==> src/rtl/cpu_pkg.sv <==
// Shared datapath widths and opcode encodings for the pipelined core.
package cpu_pkg;

  localparam int REG_ADDRESS_SIZE = 3;
  localparam int REG_DATA_WIDTH   = 8;
  localparam int OP_WIDTH         = 4;

  // Opcode encodings carried through the ID/EX register.
  localparam logic [OP_WIDTH-1:0] OP_NOP  = 4'h0;
  localparam logic [OP_WIDTH-1:0] OP_ADD  = 4'h1;
  localparam logic [OP_WIDTH-1:0] OP_SUB  = 4'h2;
  localparam logic [OP_WIDTH-1:0] OP_AND  = 4'h3;
  localparam logic [OP_WIDTH-1:0] OP_OR   = 4'h4;
  localparam logic [OP_WIDTH-1:0] OP_XOR  = 4'h5;
  localparam logic [OP_WIDTH-1:0] OP_LOAD = 4'h6;
  localparam logic [OP_WIDTH-1:0] OP_STOR = 4'h7;

endpackage

==> src/rtl/operand_forward_mux.sv <==
// Per-operand source select: R0, EX forward, WB forward, register file,
// with an optional immediate override. First match wins.
module operand_forward_mux
  import cpu_pkg::*;
#(
  parameter int AW = REG_ADDRESS_SIZE,
  parameter int DW = REG_DATA_WIDTH
) (
  input  logic [AW-1:0] i_addr,
  input  logic [DW-1:0] i_rf_data,
  input  logic          i_ex_wr,
  input  logic          i_ex_is_load,
  input  logic [AW-1:0] i_ex_rd,
  input  logic [DW-1:0] i_ex_result,
  input  logic          i_wb_wr,
  input  logic [AW-1:0] i_wb_rd,
  input  logic [DW-1:0] i_wb_data,
  input  logic          i_use_imm,
  input  logic [DW-1:0] i_imm,
  output logic [DW-1:0] o_data
);

  // A load's data is not ready in EX, so only ALU results forward from EX.
  // R0 reads as zero regardless of any writer targeting it.
  always_comb begin
    o_data = i_rf_data;
    if (i_use_imm)
      o_data = i_imm;
    else if (i_addr == '0)
      o_data = '0;
    else if (i_ex_wr && !i_ex_is_load && (i_ex_rd == i_addr))
      o_data = i_ex_result;
    else if (i_wb_wr && (i_wb_rd == i_addr))
      o_data = i_wb_data;
  end

endmodule

==> src/rtl/operand_fetch_stage.sv <==
// ID/EX stage: register-file addressing, operand forwarding, load-use
// bubble insertion and the ID/EX pipeline register.
//
// Handshake: an instruction transfers from decode when in_valid && in_ready.
// in_ready is combinational (out_ready && no load-use hazard); decode must
// hold its inputs stable while in_valid && !in_ready. out_valid marks a
// live ID/EX entry; outputs are held while out_ready is low.
module operand_fetch_stage
  import cpu_pkg::*;
#(
  parameter int PERF_WIDTH = 8
) (
  input  logic                        clk,
  input  logic                        rst,
  input  logic                        in_valid,
  output logic                        in_ready,
  input  logic [OP_WIDTH-1:0]         in_op,
  input  logic [REG_ADDRESS_SIZE-1:0] in_ra,
  input  logic [REG_ADDRESS_SIZE-1:0] in_rb,
  input  logic [REG_ADDRESS_SIZE-1:0] in_rd,
  input  logic                        in_wr,
  input  logic                        in_use_imm,
  input  logic [REG_DATA_WIDTH-1:0]   in_imm,
  output logic [REG_ADDRESS_SIZE-1:0] rf_aa,
  output logic [REG_ADDRESS_SIZE-1:0] rf_ba,
  input  logic [REG_DATA_WIDTH-1:0]   rf_data_a,
  input  logic [REG_DATA_WIDTH-1:0]   rf_data_b,
  input  logic                        ex_wr,
  input  logic                        ex_is_load,
  input  logic [REG_ADDRESS_SIZE-1:0] ex_rd,
  input  logic [REG_DATA_WIDTH-1:0]   ex_result,
  input  logic                        wb_wr,
  input  logic [REG_ADDRESS_SIZE-1:0] wb_rd,
  input  logic [REG_DATA_WIDTH-1:0]   wb_data,
  input  logic                        flush,
  input  logic                        out_ready,
  output logic                        out_valid,
  output logic                        out_wr,
  output logic [OP_WIDTH-1:0]         out_op,
  output logic [REG_ADDRESS_SIZE-1:0] out_rd,
  output logic [REG_DATA_WIDTH-1:0]   out_a,
  output logic [REG_DATA_WIDTH-1:0]   out_b,
  output logic [PERF_WIDTH-1:0]       stall_count
);

  logic [REG_DATA_WIDTH-1:0] w_opnd_a;
  logic [REG_DATA_WIDTH-1:0] w_opnd_b;
  logic                      w_hz;

  logic                        r_valid;
  logic                        r_wr;
  logic [OP_WIDTH-1:0]         r_op;
  logic [REG_ADDRESS_SIZE-1:0] r_rd;
  logic [REG_DATA_WIDTH-1:0]   r_a;
  logic [REG_DATA_WIDTH-1:0]   r_b;
  logic [PERF_WIDTH-1:0]       r_stall_count;

  assign rf_aa = in_ra;
  assign rf_ba = in_rb;

  operand_forward_mux u_mux_a (
    .i_addr       (in_ra),
    .i_rf_data    (rf_data_a),
    .i_ex_wr      (ex_wr),
    .i_ex_is_load (ex_is_load),
    .i_ex_rd      (ex_rd),
    .i_ex_result  (ex_result),
    .i_wb_wr      (wb_wr),
    .i_wb_rd      (wb_rd),
    .i_wb_data    (wb_data),
    .i_use_imm    (1'b0),
    .i_imm        ('0),
    .o_data       (w_opnd_a)
  );

  operand_forward_mux u_mux_b (
    .i_addr       (in_rb),
    .i_rf_data    (rf_data_b),
    .i_ex_wr      (ex_wr),
    .i_ex_is_load (ex_is_load),
    .i_ex_rd      (ex_rd),
    .i_ex_result  (ex_result),
    .i_wb_wr      (wb_wr),
    .i_wb_rd      (wb_rd),
    .i_wb_data    (wb_data),
    .i_use_imm    (in_use_imm),
    .i_imm        (in_imm),
    .o_data       (w_opnd_b)
  );

  // Load-use hazard: a load in EX targets a register this instruction reads.
  // rb is ignored when the immediate replaces it.
  always_comb begin
    w_hz = in_valid && ex_wr && ex_is_load && (ex_rd != '0) &&
           ((ex_rd == in_ra) || (!in_use_imm && (ex_rd == in_rb)));
  end

  assign in_ready = out_ready && !w_hz;

  // ID/EX register: reset, flush, backpressure hold, bubble, capture.
  always_ff @(posedge clk) begin
    if (!rst) begin
      r_valid       <= 1'b0;
      r_wr          <= 1'b0;
      r_op          <= '0;
      r_rd          <= '0;
      r_a           <= '0;
      r_b           <= '0;
      r_stall_count <= '0;
    end else if (flush) begin
      r_valid <= 1'b0;
      r_wr    <= 1'b0;
    end else if (!out_ready) begin
      r_valid <= r_valid;
    end else if (w_hz) begin
      r_valid <= 1'b0;
      r_wr    <= 1'b0;
      if (!(&r_stall_count))
        r_stall_count <= r_stall_count + 1'b1;
    end else if (in_valid) begin
      r_valid <= 1'b1;
      r_wr    <= in_wr;
      r_op    <= in_op;
      r_rd    <= in_rd;
      r_a     <= w_opnd_a;
      r_b     <= w_opnd_b;
    end else begin
      r_valid <= 1'b0;
    end
  end

  assign out_valid   = r_valid;
  assign out_wr      = r_wr;
  assign out_op      = r_op;
  assign out_rd      = r_rd;
  assign out_a       = r_a;
  assign out_b       = r_b;
  assign stall_count = r_stall_count;

endmodule

==> config.mk <==
export PLATFORM = sky130hd
export DESIGN_NAME = operand_fetch_stage
export DESIGN_NICKNAME = d
export VERILOG_FILES = /design/src/rtl/cpu_pkg.sv /design/src/rtl/operand_forward_mux.sv /design/src/rtl/operand_fetch_stage.sv
export SDC_FILE = /design/constraint.sdc
export NUM_CORES = 1
export LEC_CHECK = 0
export CORE_ASPECT_RATIO = 0.9
export CORE_MARGIN = 3
export CORE_UTILIZATION = 25
export CTS_CLUSTER_DIAMETER = 60
export DETAILED_ROUTE_END_ITERATION = 8
export DONT_BUFFER_PORTS = 1
export PLACE_DENSITY = 0.45
export SETUP_SLACK_MARGIN = 0.02
export SLEW_MARGIN = 40
export SYNTH_ARGS = -nofsm -noshare
export SYNTH_HDL_FRONTEND = slang
export SYNTH_SLANG_ARGS = --single-unit
==> constraint.sdc <==
create_clock -name clk -period 2.2 [get_ports clk]
set_input_delay 0.22 -clock clk [delete_from_list [all_inputs] [get_ports clk]]
set_output_delay 0.22 -clock clk [all_outputs]
set_load 0.02 [all_outputs]
After elaboration in Yosys (flattened, before gate mapping) --
Cells that the tools add are included.
Storage, ports and cells: input port bits 69, register bits after elaboration 33
Operators by class: reductions and logical operators 24, add/sub/neg operators 1, bitwise gates (word level) 4, mux-type cells 11, equal/unequal tests 4
Operator list (number):
- two-way mux 8 bit | 7
- equality test 3 bit | 4
- logical AND 1 bit | 11
- adder 8 x 1 -> 8 bit (second input constant) | 1
- AND reduction 4 bit | 2
- AND reduction 8 bit | 1
- logical NOT 3 bit | 2
- two-way mux 1 bit | 4
- inverter 1 bit | 4
- logical NOT 1 bit | 3
- nonzero test 3 bit | 1
- AND reduction 2 bit | 1
- nonzero test 2 bit | 1
- OR reduction 2 bit | 1
- logical OR 1 bit | 1

Logic depth before layout (Yosys ltp) --
depth after elaboration 6, mapped depth 7, gate-level depth less buffers 5

Cells and area by module --
From an unflattened synthesis, not the netlist that was laid out.
Unflattened totals: cells, all modules 279, area total of the unflattened synthesis 2332.2 sq um
By module, submodules not included:
- operand_fetch_stage | seq. area each 660.6 sq um, area an instance 1661.6 sq um, cells each 187, times used 1
- operand_forward_mux | seq. area each 0.0 sq um, area an instance 335.3 sq um, cells each 46, times used 2

Worst setup path after synthesis --
Ideal clock, no wire load.
kind reg-to-reg, start point register r_stall_count[0] (netlist: stall_count[0]), end point register r_stall_count[3] (netlist: stall_count[3]), clock period less this slack 1.716 ns, cell stages (with the launch flop) 7, path slack 0.484 ns, data arrival time 1.646 ns, cell sequence dfxtp_1 ha_1 a41oi_1 o211ai_2 buf_2 or3_1 a21oi_1
Between the ends: cells in the longest elaborated chain, start to end 3
RTL lines:
- from (decl) | line operand_fetch_stage.sv:56 | logic [PERF_WIDTH-1:0] r_stall_count;
- from (signal assigned) | line operand_fetch_stage.sv:119 | r_stall_count <= r_stall_count + 1'b1;
- parallel branches: the longest is 3 deep, another holds adder 8 x 1 -> 8 bit
Several ways; the timed one is not identified. A chain may end at the register's enable or synchronous reset.

Worst setup path in the final report --
start point register r_stall_count[5] (netlist: stall_count[5]), end point register r_stall_count[5] (netlist: stall_count[5])
The elaborated chain is that of the path after synthesis.

==> run metrics <==
row cnt=30; final setup violating endpoints=0; Avg Inst Size Synth=8.77 um^2; CTS clock-pin slew for the worst setup and hold paths=0.08 ns; most frequent cells in the layout=nand2_1, dfxtp_1, mux2i_1, o21ai_0, o31ai_1; post-CTS sizing=0; setup ws final=0.293 ns; ANT nets after route=0; Endpoint, Worst Hold=out_rd[0]; Slew HR=56.5%; FF-to-FF End=stall_count[5]; final net count=293; Die Y=90.5 um; via count=1666; Place WS=0.329 ns; routed len/inst=18.6 um; starting density of the core=26.0%; Slew Limit Fails=0; share of synthesized flip-flops with an asynchronous set or reset=0%; finished layout cell area=2190 um^2; Pwr Density=701 nW/um^2; # IOs=109; Placer Congestion=0.759; Worst Tran Pin Value=0.649 ns; chip width=99.9 um; final wirelength=5940 um; detailed-route DRC error count=0; crit-path max cell delay=0.47 ns; Longest Clk Path Bufs=2; Post-CTS Setup Bufs=0; CP startpoint kind=register; max capacitance violation total=0; Hold Crit Start=in_rd[0]; initial antenna violation count=0; die area=9030 um^2; peak supply drop=332 uV; area delta synth->final=10.7%; worst reg2reg startpoint=stall_count[5]; critical path peak fanout=14; Post-Syn Nets=296; CP arrival=2.13 ns; Core Util, Final=28.8%; leak pwr=0.000863 uW; proportion of layout cells with a drive suffix above 1=12.9%; cell chain of the critical path=and4_1 -> a41oi_1 -> o211ai_2 -> or4_1 -> a21oi_1; post-route minimum period=1.91 ns; Pre-antenna DRT Iters=4; hold path depth=2; Placed Area=2060 um^2; most common cell after layout, fill and taps aside=nand2_1; H-Tree Level Count=2; pin count of the biggest net entering global routing=35; clk_lat worst skew=0.28 ns; Num CTS Buffers=5; hold_buf cts=0; r2r setup slk=0.29 ns; first-pass GRT wire length=9200 um; Final TNS setup=0 ns; Hold Violations, Final=0; status=finished, final reports clean; root buf cell=clkbuf_8; CP Capture Type=register; number of DRC markers in iteration 0=56; depth of the worst register-to-register path=5; core area=7620 um^2; Syn. warnings=0; grt ovf=0; Post-synth EDFFs=0; CTS tree=built; Synth Flop Type=dfxtp_1; Sink Count=33; hold crit path type=primary input to register; RSZ-0062 raised after global routing=no; Post-Synthesis Cells=226; DPL Wire Length=4490 um; Avg Vias per Cell=5.21; Crit-path slowest cell=or4_1; final worst-path cycle share=86.7%; Diodes inserted=0; Setup Crit Path Kind=register to register; Fin Clk Skew=0.00399 ns; vias in the first global route=1653; Port Buffer Count=0; required time of the critical path=2.42 ns; Fmax=524 MHz; post-synthesis sequential area ratio=33.3%; FF+latch count, synth=33; total global-route track usage=12.7%; post-synth cell types=37; area of the mapped netlist=1980 um^2
[worst max-delay path: cells and delay by family (launching register included)]
family / cells / cell delay [ns]
AO/OA/AOI/OAI: 3 / 0.70
flip-flops: 1 / 0.41
AND/OR/NAND/NOR: 2 / 0.73
[worst max path at each step]
| stage | start | endpoint | slack, ns | cells past startpoint |
|---|---|---|---|---|
| 3_3_place_gp | stall_count[5] | stall_count[5] | 0.35 | 5 |
| 5_1_grt | stall_count[5] | stall_count[5] | 0.19 | 5 |
| 3_5_place_dp | stall_count[6] | stall_count[5] | 0.33 | 5 |
| 2_1_floorplan | stall_count[0] | stall_count[3] | 0.48 | 6 |
| 6_report | stall_count[5] | stall_count[5] | 0.29 | 5 |
| 4_1_cts | stall_count[6] | stall_count[5] | 0.30 | 5 |
[routing by layer]
layer	GRT usage, %	up-vias	share of wire [%]
li1	-	815	-
met1	16.9	788	45
met2	19.9	61	47
met3	3.63	2	7.4
met4	3.41	0	0.57
met5	0	-	0
[through the flow]
stage / hold slack, ns / cells / total power [uW]
final: 0.0666 / 320 / 1540
after global routing: 0.0514 / 320 / 1620
after CTS: 0.0471 / 320 / 1570
after floorplan: 0.362 / 226 / 836
after detailed placement: 0.362 / 312 / 847
after global placement: 0.361 / 312 / 843
[cell usage after synthesis, types with 2 or more instances]
master	count	area [um^2]
buf_4	7	52.6
inv_1	2	7.51
buf_2	3	15.0
nand2_1	36	135
a21oi_1	8	40.0
or4b_1	2	20.0
nand4_1	4	25.0
a21o_1	8	60.1
buf_6	2	22.5
xor2_1	7	61.3
mux2i_1	23	230
nand2b_1	3	18.8
clkbuf_1	4	15.0
nand3_1	6	30.0
nor3_1	5	25.0
or3_1	4	25.0
o31ai_1	9	67.6
o21ai_0	14	70.1
nor2_1	3	11.3
o22ai_1	8	50.1
xnor2_1	6	52.6
dfxtp_1	33	661
mux2_2	8	90.1
a31oi_1	8	50.1
[where the power goes]
group,total [uW],switching [uW],internal [uW]
sequential,666,45.7,620
combinational,165,86.0,78.9
clock,706,249,456
total,1540,381,1160
[kinds of logic (layout without fill, tap and decap cells)]
family / Yosys count / in the layout / share of synthesized area [%]
DFF: 33 / 33 / 33.3
AOI/OAI and AO/OA: 58 / 58 / 18.6
xor gates and xnor gates: 13 / 13 / 5.74
buffers and inverters: 18 / 16 / 5.68
and+or+nand+nor: 72 / 72 / 19.9
adders and majority gates: 1 / 1 / 0.631
muxes: 31 / 31 / 16.2
[area by class of cell]
class,instances,area [um^2]
clock buffers,5,68.8
clock inverters,3,68.8
fillers,835,5430
inverters,2,7.51
multi-input cells,175,1220
flip-flops and latches,33,661
well taps,96,120
repair buffers,6,45.0
[registers in the layout (all words and copies together) (netlist names)]
register / flops
stall_count: 8
out_valid: 1
out_a: 8
out_wr: 1
out_op: 4
out_b: 8
out_rd: 3
Note: power is estimated with default switching activity, not from simulation.
